==> config.mk <==
export PLATFORM = sky130hd
export DESIGN_NAME = pyc_modcounter
export DESIGN_NICKNAME = d
export VERILOG_FILES = /design/src/rtl/pyc_counter_pkg.sv /design/src/rtl/pyc_counter_next.sv /design/src/rtl/pyc_modcounter.sv
export SDC_FILE = /design/constraint.sdc
export NUM_CORES = 1
export LEC_CHECK = 0
export CORE_ASPECT_RATIO = 0.7
export CORE_MARGIN = 4
export CORE_UTILIZATION = 42
export DETAILED_ROUTE_END_ITERATION = 16
export GPL_ROUTABILITY_DRIVEN = 0
export GPL_TIMING_DRIVEN = 1
export HOLD_SLACK_MARGIN = 0.06
export PLACE_DENSITY = 0.74
export SLEW_MARGIN = 20
export SYNTH_ARGS = -nofsm -noshare
export SYNTH_HDL_FRONTEND = slang
export SYNTH_SLANG_ARGS = --single-unit
==> constraint.sdc <==
create_clock -name clk -period 2.2 [get_ports clk]
set_input_delay 0.33 -clock clk [delete_from_list [all_inputs] [get_ports clk]]
set_output_delay 0.33 -clock clk [all_outputs]
set_load 0.01 [all_outputs]
==> src/rtl/pyc_counter_pkg.sv <==
// -----------------------------------------------------------------------------
// pyc_counter_pkg
// Constants and types shared by the modulo counter and its next-value logic.
//   MODE_WRAP / MODE_SAT : values of the SAT parameter (wrap or saturate)
//   snap_state_t         : states of the snapshot valid/ready output stage
// -----------------------------------------------------------------------------
package pyc_counter_pkg;

    localparam int MODE_WRAP = 0;
    localparam int MODE_SAT  = 1;

    typedef enum logic {
        SNAP_EMPTY = 1'b0,
        SNAP_FULL  = 1'b1
    } snap_state_t;

endpackage

==> src/rtl/pyc_counter_next.sv <==
// -----------------------------------------------------------------------------
// pyc_counter_next
// Purely combinational next-value arithmetic for a modulo (MAX+1) counter.
//   count      in  WIDTH  current count (always <= MAX)
//   up         in  1      1 = add step, 0 = subtract step
//   step       in  WIDTH  amount; values above MAX are treated as MAX
//   next_count out WIDTH  value after one enabled update
//   hit        out 1      the update wrapped (wrap mode) or clamped (sat mode)
// -----------------------------------------------------------------------------
module pyc_counter_next
    import pyc_counter_pkg::*;
#(
    parameter int              WIDTH = 8,
    parameter longint unsigned MAX   = (64'd1 << WIDTH) - 64'd1,
    parameter int              SAT   = MODE_WRAP
) (
    input  logic [WIDTH-1:0] count,
    input  logic             up,
    input  logic [WIDTH-1:0] step,
    output logic [WIDTH-1:0] next_count,
    output logic             hit
);

    localparam logic [WIDTH-1:0] MAX_W = MAX[WIDTH-1:0];
    localparam logic [WIDTH-1:0] ONE_W = WIDTH'(1);

    logic [WIDTH-1:0] step_eff;
    logic [WIDTH:0]   sum;
    logic [WIDTH-1:0] wrap_up;
    logic [WIDTH-1:0] wrap_dn;

    assign step_eff = (step > MAX_W) ? MAX_W : step;

    // The extra bit keeps the carry so "sum > MAX" works even when MAX is all ones.
    assign sum = {1'b0, count} + {1'b0, step_eff};

    // Both wrapped results are known to lie in 0..MAX, so computing them modulo
    // 2**WIDTH gives the same answer as the (WIDTH+1)-bit "minus/plus (MAX+1)" form.
    assign wrap_up = sum[WIDTH-1:0] - MAX_W - ONE_W;
    assign wrap_dn = count + MAX_W + ONE_W - step_eff;

    // NOTE: every output of an always_comb gets a default first, so no path can
    // leave it unassigned and infer a latch.
    always_comb begin
        next_count = count;
        hit        = 1'b0;
        if (up) begin
            if (sum <= {1'b0, MAX_W}) begin
                next_count = sum[WIDTH-1:0];
            end else begin
                hit        = 1'b1;
                next_count = (SAT == MODE_SAT) ? MAX_W : wrap_up;
            end
        end else begin
            if (step_eff <= count) begin
                next_count = count - step_eff;
            end else begin
                hit        = 1'b1;
                next_count = (SAT == MODE_SAT) ? '0 : wrap_dn;
            end
        end
    end

endmodule

==> src/rtl/pyc_modcounter.sv <==
// -----------------------------------------------------------------------------
// pyc_modcounter
// Up/down modulo (MAX+1) counter with clear, load, wrap/saturate overflow,
// a one-cycle terminal-count pulse and a one-deep snapshot output stage.
//   clk        in  1      clock, all state on rising edge
//   rst        in  1      asynchronous active-low reset
//   en         in  1      count enable
//   up         in  1      direction: 1 = up, 0 = down
//   step       in  WIDTH  increment/decrement amount
//   clr        in  1      synchronous clear to RESET_VAL (also clears snap_ovf)
//   load       in  1      synchronous load of min(load_val, MAX)
//   load_val   in  WIDTH  load value
//   count      out WIDTH  registered count
//   tc         out 1      pulse: previous en update wrapped or clamped
//   snap_req   in  1      capture the current count
//   snap_valid out 1      snapshot held
//   snap_ready in  1      consumer accepts the snapshot
//   snap_data  out WIDTH  captured count
//   snap_ovf   out 1      sticky: a request was dropped while full
// -----------------------------------------------------------------------------
module pyc_modcounter
    import pyc_counter_pkg::*;
#(
    parameter int              WIDTH     = 8,
    parameter longint unsigned MAX       = (64'd1 << WIDTH) - 64'd1,
    parameter int              SAT       = MODE_WRAP,
    parameter longint unsigned RESET_VAL = 0
) (
    input  logic             clk,
    input  logic             rst,
    input  logic             en,
    input  logic             up,
    input  logic [WIDTH-1:0] step,
    input  logic             clr,
    input  logic             load,
    input  logic [WIDTH-1:0] load_val,
    output logic [WIDTH-1:0] count,
    output logic             tc,
    input  logic             snap_req,
    output logic             snap_valid,
    input  logic             snap_ready,
    output logic [WIDTH-1:0] snap_data,
    output logic             snap_ovf
);

    if (WIDTH < 1 || WIDTH > 32 || MAX < 1 ||
        MAX > ((64'd1 << WIDTH) - 64'd1) || RESET_VAL > MAX) begin : g_param_check
        $error("pyc_modcounter: illegal WIDTH/MAX/RESET_VAL combination");
    end

    localparam logic [WIDTH-1:0] MAX_W   = MAX[WIDTH-1:0];
    localparam logic [WIDTH-1:0] RESET_W = RESET_VAL[WIDTH-1:0];

    logic [WIDTH-1:0] count_q;
    logic             tc_q;
    logic [WIDTH-1:0] next_count;
    logic             hit;
    logic [WIDTH-1:0] load_sat;

    pyc_counter_next #(
        .WIDTH (WIDTH),
        .MAX   (MAX),
        .SAT   (SAT)
    ) u_next (
        .count      (count_q),
        .up         (up),
        .step       (step),
        .next_count (next_count),
        .hit        (hit)
    );

    assign load_sat = (load_val > MAX_W) ? MAX_W : load_val;

    // NOTE: state is written with non-blocking assignments so every register
    // samples pre-edge values regardless of statement or process order.
    always_ff @(posedge clk or negedge rst) begin
        if (!rst) begin
            count_q <= RESET_W;
            tc_q    <= 1'b0;
        end else if (clr) begin
            count_q <= RESET_W;
            tc_q    <= 1'b0;
        end else if (load) begin
            count_q <= load_sat;
            tc_q    <= 1'b0;
        end else if (en) begin
            count_q <= next_count;
            tc_q    <= hit;
        end else begin
            tc_q    <= 1'b0;
        end
    end

    // ---------------- snapshot stage ----------------
    snap_state_t      state_q;
    snap_state_t      state_d;
    logic             capture;
    logic             drop;
    logic [WIDTH-1:0] snap_data_q;
    logic             snap_ovf_q;

    always_comb begin
        state_d = state_q;
        capture = 1'b0;
        drop    = 1'b0;
        case (state_q)
            SNAP_EMPTY: begin
                if (snap_req) begin
                    capture = 1'b1;
                    state_d = SNAP_FULL;
                end
            end
            SNAP_FULL: begin
                if (snap_ready) begin
                    // Handshake frees the slot; a coincident request refills it.
                    if (snap_req) capture = 1'b1;
                    else          state_d = SNAP_EMPTY;
                end else if (snap_req) begin
                    drop = 1'b1;
                end
            end
            default: state_d = SNAP_EMPTY;
        endcase
    end

    always_ff @(posedge clk or negedge rst) begin
        if (!rst) begin
            state_q     <= SNAP_EMPTY;
            snap_data_q <= '0;
            snap_ovf_q  <= 1'b0;
        end else begin
            state_q <= state_d;
            if (capture) snap_data_q <= count_q;   // pre-update count
            if (clr)       snap_ovf_q <= 1'b0;
            else if (drop) snap_ovf_q <= 1'b1;
        end
    end

    assign count      = count_q;
    assign tc         = tc_q;
    assign snap_valid = (state_q == SNAP_FULL);
    assign snap_data  = snap_data_q;
    assign snap_ovf   = snap_ovf_q;

endmodule

# Word-level counts from Yosys, hierarchy flattened

Cells that the tools add are included.

ROM bits: 0
Word-level logic and storage cells: 42
Bits of input ports: 24
Flip-flop bits (word level): 19
Memories kept: 0
Bits in writable memories: 0
Latch bits: 0

Shift operators: 0
Reduce and logical (&&, ||, !) cells: 2
$mul: 0
Bitwise logic cells: 1
Muxes and demuxes: 23
Equality and inequality tests: 0
Add/sub/neg operators: 7
Magnitude comparators: 4
Div/mod/pow operators: 0

Operators by type and width:

| cell                                                            | count |
|---|---|
| two-way mux 8 bit                                               | 8 |
| greater-than comparator 8 bit (second input constant)           | 2 |
| subtractor 8 bit                                                | 2 |
| two-way mux 1 bit                                               | 13 |
| adder 8 x 8 -> 9 bit                                            | 1 |
| less-or-equal comparator 9 x 8 -> 1 bit (second input constant) | 1 |
| adder 8 x 1 -> 8 bit (second input constant)                    | 1 |
| adder 8 bit (second input constant)                             | 1 |
| less-or-equal comparator 8 bit                                  | 1 |
| subtractor 8 x 1 -> 8 bit (second input constant)               | 1 |
| subtractor 8 bit (second input constant)                        | 1 |
| one-hot mux 1 bit (2 select lines)                              | 2 |
| nonzero test 3 bit                                              | 1 |
| nonzero test 2 bit                                              | 1 |
| inverter 1 bit                                                  | 1 |

# Logic depth before layout (Yosys ltp)

Depth after elaboration: 10
Mapped depth: 9

# Modules after synthesis

From an unflattened synthesis, not the netlist that was laid out.

Cell total of the unflattened synthesis: 161
Area total of the unflattened synthesis: 1572.8 um^2

Modules (own cells, without submodules):

| module           | cells each | area an instance (um^2) | instances |
|---|---|---|---|
| pyc_modcounter   | 62         | 860.8                   | 1 |
| pyc_counter_next | 99         | 711.9                   | 1 |

# Worst setup path after synthesis

Ideal clock, no wire load.

Kind: register to register
From: register count_q[0] (netlist: count[0])
To: register count_q[6] (netlist: count[6])
Cell stages (with the launch flop): 10
Slack: 0.048 ns
Clock period less this slack: 2.152 ns
Arrival: 2.021 ns
Path through: dfrtp_1 inv_1 ha_1 inv_1 fa_1 a21o_1 and2_4 o311ai_2 mux2i_1 or3_1

Word-level cells in the longest chain between the ends: 8
Elaborated cells between the ends (all ways): 15
Classes of those cells: add/sub (7); order compare (2); mux (6)

RTL lines:

| what                                                                 | RTL line                                       | text |
|---|---|---|
| from (decl)                                                          | pyc_modcounter.sv:54                           | `logic [WIDTH-1:0] count_q;` |
| from (signal assigned)                                               | pyc_modcounter.sv:84                           | `count_q <= load_sat;` |
| from (signal assigned)                                               | pyc_modcounter.sv:87                           | `count_q <= next_count;` |
| adder 8 bit / adder 8 x 8 -> 9 bit (equally long branches)           | pyc_counter_next.sv:40, pyc_counter_next.sv:35 |  |
| adder 8 x 1 -> 8 bit / subtractor 8 bit (equally long branches)      | pyc_counter_next.sv:40, pyc_counter_next.sv:39 |  |
| subtractor 8 bit / subtractor 8 x 1 -> 8 bit (equally long branches) | pyc_counter_next.sv:40, pyc_counter_next.sv:39 |  |
| two-way mux 8 bit, on equally long branches                          | pyc_counter_next.sv:55, pyc_counter_next.sv:48 |  |
| two-way mux 8 bit *                                                  | pyc_counter_next.sv:47                         | `if (up) begin` |
| two-way mux 8 bit *                                                  | pyc_modcounter.sv:86                           | `end else if (en) begin` |
| two-way mux 8 bit *                                                  | pyc_modcounter.sv:83                           | `end else if (load) begin` |
| two-way mux 8 bit *                                                  | pyc_modcounter.sv:80                           | `end else if (clr) begin` |

Mark *: on every way between the ends. The rest lies on a longest branch, timed or not. The select of a mux whose other input is x is not followed.
A chain may end at the register's enable or synchronous reset.

# Final worst setup path

Ends and elaborated chain as after synthesis.

==> results.tsv <==
metric	value	unit
outcome	finished clean	
ant_nets	0	
cts_hold_buf	0	
grt_pass1_wl	7850	µm
avgSynthCellArea	8.68	µm²
p_per_area	506	nW/µm²
finClkSkew	0.00330	ns
crit_type	reg2reg	
critical_path_arrival	2.24	ns
drv_cap	0	
coreArea	3580	µm²
max_slew_margin	0.760	
antenna_found_initial	0	
synth_seq_cells	19	
clock_sinks	19	
dpl.cell_count	299	
drcViolationCount	0	
fillers	305	
tritoncts	done	
routed_wl	4690	µm
hold_viol_final	0	
hp-class	in2async	
syn_nets	226	
regArea	475	µm²
setup_tns	0	ns
grt-busiest-layer	met1	
grtUsageMet2	0.303	
use_met3	0.0365	
root_buffer	clkbuf_8	
layout_common_cells	clkdlybuf4s50_1 (40), buf_4 (33), nor2_1 (20)	
track_usage	0.209	
finalSetupViolCount	0	
synth.yosys.seq_area_share	0.298	
postSynthCellCount	184	
drive_above_1_share	0.224	
synthDistinctLibCells	45	
reg2reg_depth	9	
gr-total-overflow	0	
path_clk_slew	0.07	ns
synth_edf_count	0	
period_needed	2.11	ns
grtUsageMet1	0.328	
io_pins	43	
netlist_area	1600	µm²
max_slew.worst_pin.slew	0.357	ns
grt_pass1_vias	1661	
synth_top_area_frac	0.298	
postSynth.asyncResetShare	1.00	
finalNetCount	298	
synth_top_area_cell	dfrtp_1	
clock.fmax	475	MHz
synthFlopType	dfrtp_1	
r2r-start	count[0]	
dieArea	4870	µm²
drv_slew	0	
vias	1620	
avgViaCountPerCell	5.31	
place_hpwl	3730	µm
wire_per_inst	15.4	µm
first_pass_iters	4	
yosys-top-cells-area	dfrtp_1 (30%), ha_1 (13%), mux2_2 (5.6%)	
fin_cells	305	
finalCritPeriodShare	0.958	
fp.dieH	59.6	µm
initial_core_util	0.446	
io_buffers	42	
fin_util	0.658	
first_iter_violations	166	
final_common_cell	clkdlybuf4s50_1	
rows	18	
reg2reg_setup_slack	0.09	ns
regToRegEndpoint	count[6]	
ctsLongestPathBuffers	2	
clkLatencyLatePin	0.25	ns
die-width	81.7	µm
ir_drop	0.000394	V
leakage	1.08	nW
multiInputGateArea	1040	µm²
syn2layout_area_growth	47.5	%
grt_max_degree	20	
cts_buffers	3	
crit_required	2.33	ns
cp-start-kind	flop	
diodes	0	
htree_num_levels	1	
path_max_fanout	3	
critPathCaptureType	flop	
yosys_warnings	0	
where the power goes:
part | switching [mW] | internal (mW) | total (mW)
registers | 0.0332 | 0.388 | 0.421
logic | 0.248 | 0.287 | 0.535
clock network | 0.109 | 0.128 | 0.237
state kept, by name, indices dropped and copies added, names as in the netlist:
name	count
snap_valid	1
count	8
snap_ovf	1
tc	1
snap_data	8
critical path, cell delays in order, from the launching register on:
cell	delay, ns
dfrtp_1	0.42
inv_2	0.10
ha_4	0.13
inv_2	0.03
fa_2	0.33
a21o_1	0.17
and2_4	0.16
o311ai_2	0.21
mux2i_1	0.10
or3_1	0.34
logic make-up (layout without fill, tap and decap cells):
| kind of cell | after synthesis | in the layout | share of synthesized area |
|---|---|---|---|
| xor gates and xnor gates | 1 | 1 | 0.00548 |
| muxes | 11 | 11 | 0.0752 |
| and+or+nand+nor | 62 | 62 | 0.196 |
| buffers and inverters | 25 | 96 | 0.0713 |
| adders and majority gates | 18 | 18 | 0.150 |
| AOI/OAI and AO/OA | 48 | 48 | 0.204 |
| DFF | 19 | 19 | 0.298 |
area by class of cell:
class                      instances  share of cell area
timing repair buffer              75               0.284
clock buffer                       4              0.0191
sequential                        19               0.202
inverter                          17              0.0271
multi-input combinational        140               0.442
tap                               50              0.0265
per-stage QoR:
step           total power [mW]  area [µm²]  hold slack, ns  setup WS, ns
2_1_floorplan             0.676        1600          0.0344        0.0480
3_3_place_gp              0.929        2260           0.484        -0.308
3_5_place_dp              0.937        2260           0.474        -0.356
4_1_cts                    1.18        2310           0.419        0.0259
5_1_grt                    1.27        2360           0.438       -0.0241
6_report                   1.19        2360           0.412        0.0933
repair_timing:
action / in CTS / in global routing
pin swaps: 0 / 1
resized for setup: 4 / 9
gates cloned: 0 / 0
buffers inserted: 0 / 2
endpoints found under the setup margin: 1 / 4
metal layers:
metal / routed length, µm / up-vias
li1: - / 799
met1: 2270 / 759
met2: 2010 / 60
met3: 392 / 2
met4: 21 / 0
met5: 0 / -
worst max path at each step:
stage / start / to / depth (start not counted)
after global placement: step[0] / count[6] / 9
after detailed placement: step[0] / count[6] / 9
final: count[0] / count[6] / 9
after global routing: count[0] / count[6] / 9
after CTS: count[0] / count[6] / 9
after floorplan: count[0] / count[6] / 9
cells in the mapped netlist, types with 3 or more instances:
master and n:
nor2_1 20, dfrtp_1 19, ha_1 16, inv_1 16, a21oi_1 15, nand2_1 14, mux2_2 8, o21ai_0 8
buf_2 4, nand2b_1 4, nor2b_1 4, or3_1 4, a22oi_1 3, mux2i_1 3, nand3_1 3, nor3_1 3
o31ai_1 3
Power figures use the tool's default switching activity.
